`config.mk`:
```
export PLATFORM = sky130hd
export DESIGN_NAME = ram_readback_unit
export DESIGN_NICKNAME = d
export VERILOG_FILES = /design/src/rtl/ram_readback_unit_pkg.sv /design/src/rtl/ram_rb_timer.sv /design/src/rtl/ram_readback_unit.sv
export SDC_FILE = /design/constraint.sdc
export NUM_CORES = 1
export LEC_CHECK = 0
export ABC_AREA = 1
export ABC_CLOCK_PERIOD_IN_PS = 5140
export CAP_MARGIN = 0
export CORE_UTILIZATION = 49
export CTS_BUF_LIST = sky130_fd_sc_hd__clkbuf_8 sky130_fd_sc_hd__clkbuf_16
export DETAILED_ROUTE_END_ITERATION = 12
export HOLD_SLACK_MARGIN = 0.06
export PLACE_DENSITY = 0.83
export SLEW_MARGIN = 20
export SYNTH_ARGS = -nofsm -noshare
export SYNTH_HDL_FRONTEND = slang
export SYNTH_HIERARCHICAL = 1
export SYNTH_SLANG_ARGS = --single-unit
export TNS_END_PERCENT = 30
```
`constraint.sdc`:
```
create_clock -name Clk -period 5.14 [get_ports Clk]
set_input_delay 1.028 -clock Clk [delete_from_list [all_inputs] [get_ports Clk]]
set_output_delay 1.028 -clock Clk [all_outputs]
set_load 0.01 [all_outputs]
```
`src/rtl/ram_readback_unit_pkg.sv`:
```
// Shared memory-access encodings for the RAM readback path, plus small helpers
// for size decoding used by the readback FSM.
package ram_readback_unit_pkg;

  localparam logic [1:0] MT_BYTE = 2'b00;
  localparam logic [1:0] MT_HALF = 2'b01;
  localparam logic [1:0] MT_WORD = 2'b10;
  localparam logic [1:0] MT_ILL  = 2'b11;
  localparam logic       RW_READ = 1'b1;

  typedef enum logic [2:0] {
    S_IDLE  = 3'd0,
    S_CHECK = 3'd1,
    S_REQ   = 3'd2,
    S_WAIT  = 3'd3,
    S_OUT   = 3'd4,
    S_FIN   = 3'd5
  } rb_state_e;

  function automatic logic is_misaligned(input logic [1:0] mt, input logic [1:0] a);
    logic bad;
    case (mt)
      MT_BYTE: bad = 1'b0;
      MT_HALF: bad = a[0];
      MT_WORD: bad = (a != 2'b00);
      default: bad = 1'b1;
    endcase
    return bad;
  endfunction

  function automatic logic [31:0] mask_data(input logic [1:0] mt, input logic [31:0] d);
    logic [31:0] r;
    case (mt)
      MT_BYTE: r = {24'h000000, d[7:0]};
      MT_HALF: r = {16'h0000, d[15:0]};
      MT_WORD: r = d;
      default: r = 32'h00000000;
    endcase
    return r;
  endfunction

  function automatic logic [2:0] step_bytes(input logic [1:0] mt);
    logic [2:0] s;
    case (mt)
      MT_BYTE: s = 3'd1;
      MT_HALF: s = 3'd2;
      MT_WORD: s = 3'd4;
      default: s = 3'd0;
    endcase
    return s;
  endfunction

endpackage

```
`src/rtl/ram_rb_timer.sv`:
```
// Wait-cycle timer: cleared on load, counts while enabled, and flags the cycle
// in which the LIMIT-th enabled cycle is being spent.
module ram_rb_timer #(
  parameter int LIMIT = 15
) (
  input  logic clk_i,
  input  logic rst_i,
  input  logic clr_i,
  input  logic en_i,
  output logic expired_o
);

  localparam int W = $clog2(LIMIT + 1);

  logic [W-1:0] cnt_q, cnt_d;
  logic         exp_q, exp_d;

  always_comb begin
    cnt_d = cnt_q;
    if (clr_i) begin
      cnt_d = {W{1'b0}};
    end else if (en_i) begin
      cnt_d = cnt_q + W'(1'b1);
    end else begin
      cnt_d = cnt_q;
    end
    exp_d = (cnt_d == W'(LIMIT - 1));
  end

  always_ff @(posedge clk_i) begin
    if (rst_i) begin
      cnt_q <= {W{1'b0}};
      exp_q <= 1'b0;
    end else begin
      cnt_q <= cnt_d;
      exp_q <= exp_d;
    end
  end

  assign expired_o = exp_q;

endmodule

```
`src/rtl/ram_readback_unit.sv`:
```
// Reads COUNT items back out of the MPU RAM over the MOV/MFC handshake and
// presents each one, zero-extended, on a valid/ready dump stream.
module ram_readback_unit
  import ram_readback_unit_pkg::*;
#(
  parameter int ADDR_W = 9,
  parameter int CNT_W  = 8,
  parameter int TMO    = 15
) (
  input  logic              Clk,
  input  logic              Clr,
  input  logic              Start,
  input  logic [ADDR_W-1:0] StartAddr,
  input  logic [CNT_W-1:0]  Count,
  input  logic [1:0]        Type,
  input  logic              MFC,
  input  logic [31:0]       RamData,
  output logic              MOV,
  output logic              RW,
  output logic [1:0]        MemType,
  output logic [ADDR_W-1:0] MemAddr,
  output logic [31:0]       DumpData,
  output logic              DumpValid,
  input  logic              DumpReady,
  output logic              Busy,
  output logic              Done,
  output logic              AlignErr,
  output logic              TmoErr
);

  rb_state_e         state_q, state_d;
  logic [ADDR_W-1:0] addr_q, addr_d;
  logic [CNT_W-1:0]  rem_q, rem_d;
  logic [1:0]        type_q, type_d;
  logic [31:0]       data_q, data_d;
  logic              align_q, align_d;
  logic              tmo_q, tmo_d;
  logic              mov_q, rw_q, valid_q, busy_q, done_q;
  logic              tmr_clr_s, tmr_en_s, tmr_exp_s;

  ram_rb_timer #(.LIMIT(TMO)) u_timer (
    .clk_i     (Clk),
    .rst_i     (Clr),
    .clr_i     (tmr_clr_s),
    .en_i      (tmr_en_s),
    .expired_o (tmr_exp_s)
  );

  always_comb begin
    state_d   = state_q;
    addr_d    = addr_q;
    rem_d     = rem_q;
    type_d    = type_q;
    data_d    = data_q;
    align_d   = align_q;
    tmo_d     = tmo_q;
    tmr_clr_s = 1'b0;
    tmr_en_s  = 1'b0;
    case (state_q)
      S_IDLE: begin
        if (Start) begin
          addr_d  = StartAddr;
          rem_d   = Count;
          type_d  = Type;
          align_d = 1'b0;
          tmo_d   = 1'b0;
          state_d = S_CHECK;
        end else begin
          state_d = S_IDLE;
        end
      end
      S_CHECK: begin
        if (is_misaligned(type_q, addr_q[1:0])) begin
          align_d = 1'b1;
          state_d = S_FIN;
        end else if (rem_q == {CNT_W{1'b0}}) begin
          state_d = S_FIN;
        end else begin
          state_d = S_REQ;
        end
      end
      S_REQ: begin
        tmr_clr_s = 1'b1;
        state_d   = S_WAIT;
      end
      // MFC wins over a timeout landing in the same cycle.
      S_WAIT: begin
        if (MFC) begin
          data_d  = mask_data(type_q, RamData);
          state_d = S_OUT;
        end else if (tmr_exp_s) begin
          tmo_d   = 1'b1;
          state_d = S_FIN;
        end else begin
          tmr_en_s = 1'b1;
        end
      end
      S_OUT: begin
        if (DumpReady) begin
          rem_d  = rem_q - CNT_W'(1'b1);
          addr_d = addr_q + ADDR_W'(step_bytes(type_q));
          if (rem_q == CNT_W'(1'b1)) begin
            state_d = S_FIN;
          end else begin
            state_d = S_REQ;
          end
        end else begin
          state_d = S_OUT;
        end
      end
      S_FIN:   state_d = S_IDLE;
      default: state_d = S_IDLE;
    endcase
  end

  always_ff @(posedge Clk) begin
    if (Clr) begin
      state_q <= S_IDLE;
      addr_q  <= {ADDR_W{1'b0}};
      rem_q   <= {CNT_W{1'b0}};
      type_q  <= 2'b00;
      data_q  <= 32'h00000000;
      align_q <= 1'b0;
      tmo_q   <= 1'b0;
    end else begin
      state_q <= state_d;
      addr_q  <= addr_d;
      rem_q   <= rem_d;
      type_q  <= type_d;
      data_q  <= data_d;
      align_q <= align_d;
      tmo_q   <= tmo_d;
    end
  end

  // Handshake outputs are registered from the next state so they line up with it.
  always_ff @(posedge Clk) begin
    if (Clr) begin
      mov_q   <= 1'b0;
      rw_q    <= 1'b0;
      valid_q <= 1'b0;
      busy_q  <= 1'b0;
      done_q  <= 1'b0;
    end else begin
      mov_q   <= (state_d == S_REQ) || (state_d == S_WAIT);
      rw_q    <= ((state_d == S_REQ) || (state_d == S_WAIT)) ? RW_READ : 1'b0;
      valid_q <= (state_d == S_OUT);
      busy_q  <= (state_d != S_IDLE);
      done_q  <= (state_d == S_FIN);
    end
  end

  assign MOV       = mov_q;
  assign RW        = rw_q;
  assign MemType   = type_q;
  assign MemAddr   = addr_q;
  assign DumpData  = data_q;
  assign DumpValid = valid_q;
  assign Busy      = busy_q;
  assign Done      = done_q;
  assign AlignErr  = align_q;
  assign TmoErr    = tmo_q;

endmodule

```
==> flow_metrics.env <==
export IMPL_io_pin_count=106
export IMPL_htreeDepth=3
export IMPL_overflow=0
export IMPL_core_area_um2=6060
export IMPL_crit_end="DumpData[11]"
export IMPL_die_x_um=82.2
export IMPL_setup_viol=0
export IMPL_setup_worst_path_end_class="flip-flop"
export IMPL_diodes=0
export IMPL_cts_resized=0
export IMPL_grt_pass1_vias=3107
export IMPL_drc=0
export IMPL_track_usage_pct=26.7
export IMPL_wirelength_um=8710
export IMPL_run_status="finished, final reports clean"
export IMPL_path_class="input port to flip-flop"
export IMPL_leakage_nw=1.76
export IMPL_fill_cells=510
export IMPL_synth_nets=513
export IMPL_critical_path_max_stage_delay_ns=0.55
export IMPL_postCtsHoldBufs=0
export IMPL_drive_gt1_share_pct=6.72
export IMPL_regToRegSetupSlack_ns=2.79
export IMPL_die_y_um=82.2
export IMPL_fmax_mhz=364
export IMPL_rr_worst_depth=11
export IMPL_initial_core_util_pct=52.0
export IMPL_hold_ws_ns=0.466
export IMPL_path_cells="clkdlybuf4s50_1, nand2_2, clkinv_2, o21ai_0, nor2_1"
export IMPL_slew_violations=0
export IMPL_clkLatencyLatePin_ns=0.35
export IMPL_die_area_um2=6750
export IMPL_antenna_found_initial=0
export IMPL_hp_class="flip-flop to flip-flop"
export IMPL_place_gp_congestion=0.870
export IMPL_hpwl_um=5980
export IMPL_synth_area_um2=3150
export IMPL_ys_ff_latch=65
export IMPL_p_per_area_nw_per_um2=427
export IMPL_post_cts_buffers=0
export IMPL_maxSlewHeadroom_pct=53.9
export IMPL_cts_tree="yes"
export IMPL_rsz0062_at_grt="no"
export IMPL_rows=28
export IMPL_reg2reg_to="MemAddr[8]"
export IMPL_vias_per_cell=5.30
export IMPL_wire_per_inst_um=13.9
export IMPL_cts_made_buffers=9
export IMPL_regToRegStartpoint="MemType[1]"
export IMPL_cts_max_path_buffers=2
export IMPL_clkTransAtPathRegs_ns=0.08
export IMPL_ir_worst_vdd_uv=311
export IMPL_final_antenna_net_count=0
export IMPL_tns_ns=0
export IMPL_final_hold_viol_count=0
export IMPL_worst_slew_pin_transition_ns=0.691
export IMPL_clock_skew_ns=0.0109
export IMPL_period_needed_ns=2.75
export IMPL_grt_pass1_wl_um=13700
export IMPL_ys_types=29
export IMPL_crit_start="MFC"
export IMPL_yosysWarnings=6
export IMPL_root_buffer="clkbuf_8"
export IMPL_yosysSeqAreaShare_pct=41.3
export IMPL_portBuffers=105
export IMPL_grt_max_degree=40
export IMPL_synthCells=449
export IMPL_critical_path_slowest_cell="clkinv_2"
export IMPL_total_power_mw=1.87
export IMPL_drt_pre_antenna_iters=4
export IMPL_clock_sinks=65
export IMPL_vias=3316
export IMPL_max_cap_violations=0
export IMPL_syn_to_final_growth_pct=39.4
export IMPL_crit_arrival_ns=2.99
export IMPL_layout_nets=610
export IMPL_crit_path_max_fanout=34
export IMPL_start_kind="input port"
export IMPL_fin_crit_sh_pct=53.5
export IMPL_first_iter_violations=176
export IMPL_required_ns=5.38
export IMPL_syn_avg_cell_area_um2=7.01
-- layer usage --
layer  GRT usage, %  vias up  share of wire [%]
met5              0        -                  0
met4           14.9        0                3.4
met3           4.29       22                6.5
met2           45.3      111                 49
met1           32.1     1532                 42
li1               -     1651                  -
-- cell type report --
cell class                 count  area, um^2  share of cell area, %
multi-input combinational    320        1560                   35.5
sequential                    65        1300                   29.6
timing repair buffer         106        1060                   24.1
inverter                      44         166                   3.79
clock buffer                   9         124                   2.82
tap                           75        93.8                   2.14
clock inverter                 7        86.3                   1.97
-- through the flow --
| stage | util [%] | instances | cell area [um^2] | setup WS, ns |
|---|---|---|---|---|
| floorplan | - | 449 | 3150 | 3.16 |
| global placement | 69.0 | 610 | 4180 | 2.10 |
| detailed placement | 69.0 | 610 | 4180 | 2.05 |
| CTS | 72.4 | 626 | 4390 | 2.41 |
| global route | 72.4 | 626 | 4390 | 2.17 |
| finish | 72.4 | 626 | 4390 | 2.39 |
-- logic make-up (layout without fill, tap and decap cells) --
group,Yosys count,in the layout,synth area share (%)
DFF,65,65,41.3
buffers and inverters,64,166,9.18
and+or+nand+nor,220,220,30.8
AOI/OAI and AO/OA,92,92,15.3
adders and majority gates,8,8,3.42
-- critical path, delay by kind of cell --
family | cells | cell delay, ns
AOI/OAI and AO/OA | 1 | 0.34
and+or+nand+nor | 2 | 0.58
buffers and inverters | 2 | 1.04
-- registers in the layout, summed over array words and instances, names as in the netlist --
signal / flops
state_q: 3
DumpData: 32
TmoErr: 1
MemAddr: 9
AlignErr: 1
MOV: 1
MemType: 2
DumpValid: 1
Busy: 1
u_timer/cnt_q: 4
rem_q: 8
Done: 1
u_timer/expired_o: 1
-- layout by cell type, fill, tap and decap left out, types with 5 or more instances in the layout --
cell,netlist,routed
a21oi_1,51,51
a31oi_1,5,5
clkbuf_8,0,9
clkdlybuf4s50_1,0,105
dfxtp_1,65,65
ha_1,7,7
inv_1,40,41
nand2_1,103,103
nand2_2,5,5
nand3_1,48,48
nor2_1,42,42
nor3_1,5,5
o21ai_0,32,32
-- worst min-delay path by stage --
| stage | start | to | slack, ns | depth (start not counted) |
|---|---|---|---|---|
| final | DumpData[28] | DumpData[28] | 0.47 | 2 |
| after floorplan | rem_q[4] | rem_q[4] | 0.46 | 2 |
| after CTS | DumpData[6] | DumpData[6] | 0.47 | 2 |
| after global placement | DumpData[4] | DumpData[4] | 0.45 | 2 |
| after detailed placement | DumpData[6] | DumpData[6] | 0.45 | 2 |
| after global routing | DumpData[17] | DumpData[17] | 0.49 | 2 |
-- synth_stat cells --
| library cell | count | area (um^2) |
|---|---|---|
| nand2_2 | 5 | 31.3 |
| a31oi_1 | 5 | 31.3 |
| buf_2 | 5 | 25.0 |
| clkinv_2 | 1 | 5.00 |
| nand3b_1 | 3 | 22.5 |
| nor2_2 | 3 | 18.8 |
| nor2_4 | 2 | 22.5 |
| or2_2 | 4 | 25.0 |
| buf_6 | 4 | 45.0 |
| o211ai_1 | 1 | 7.51 |
| inv_2 | 3 | 11.3 |
| dfxtp_1 | 65 | 1300 |
| o21ai_0 | 32 | 160 |
| fa_1 | 1 | 20.0 |
| nand3_1 | 48 | 240 |
| o21ai_1 | 1 | 5.00 |
| nor2_1 | 42 | 158 |
| nand4_1 | 2 | 12.5 |
| o21ai_4 | 1 | 16.3 |
| nor2b_1 | 1 | 6.26 |
| buf_4 | 3 | 22.5 |
| nand2_1 | 103 | 387 |
| inv_1 | 40 | 150 |
| clkbuf_1 | 8 | 30.0 |
| a21oi_1 | 51 | 255 |
| nand3_2 | 2 | 20.0 |
| o21bai_1 | 1 | 7.51 |
| nor3_1 | 5 | 25.0 |
| ha_1 | 7 | 87.6 |
-- power breakdown --
part / switching, mW / total [mW] / internal [mW]
Clock: 0.198 / 0.467 / 0.269
Sequential: 0.0808 / 0.668 / 0.587
Combinational: 0.444 / 0.739 / 0.295
Total: 0.723 / 1.87 / 1.15
Power figures use the tool's default switching activity.
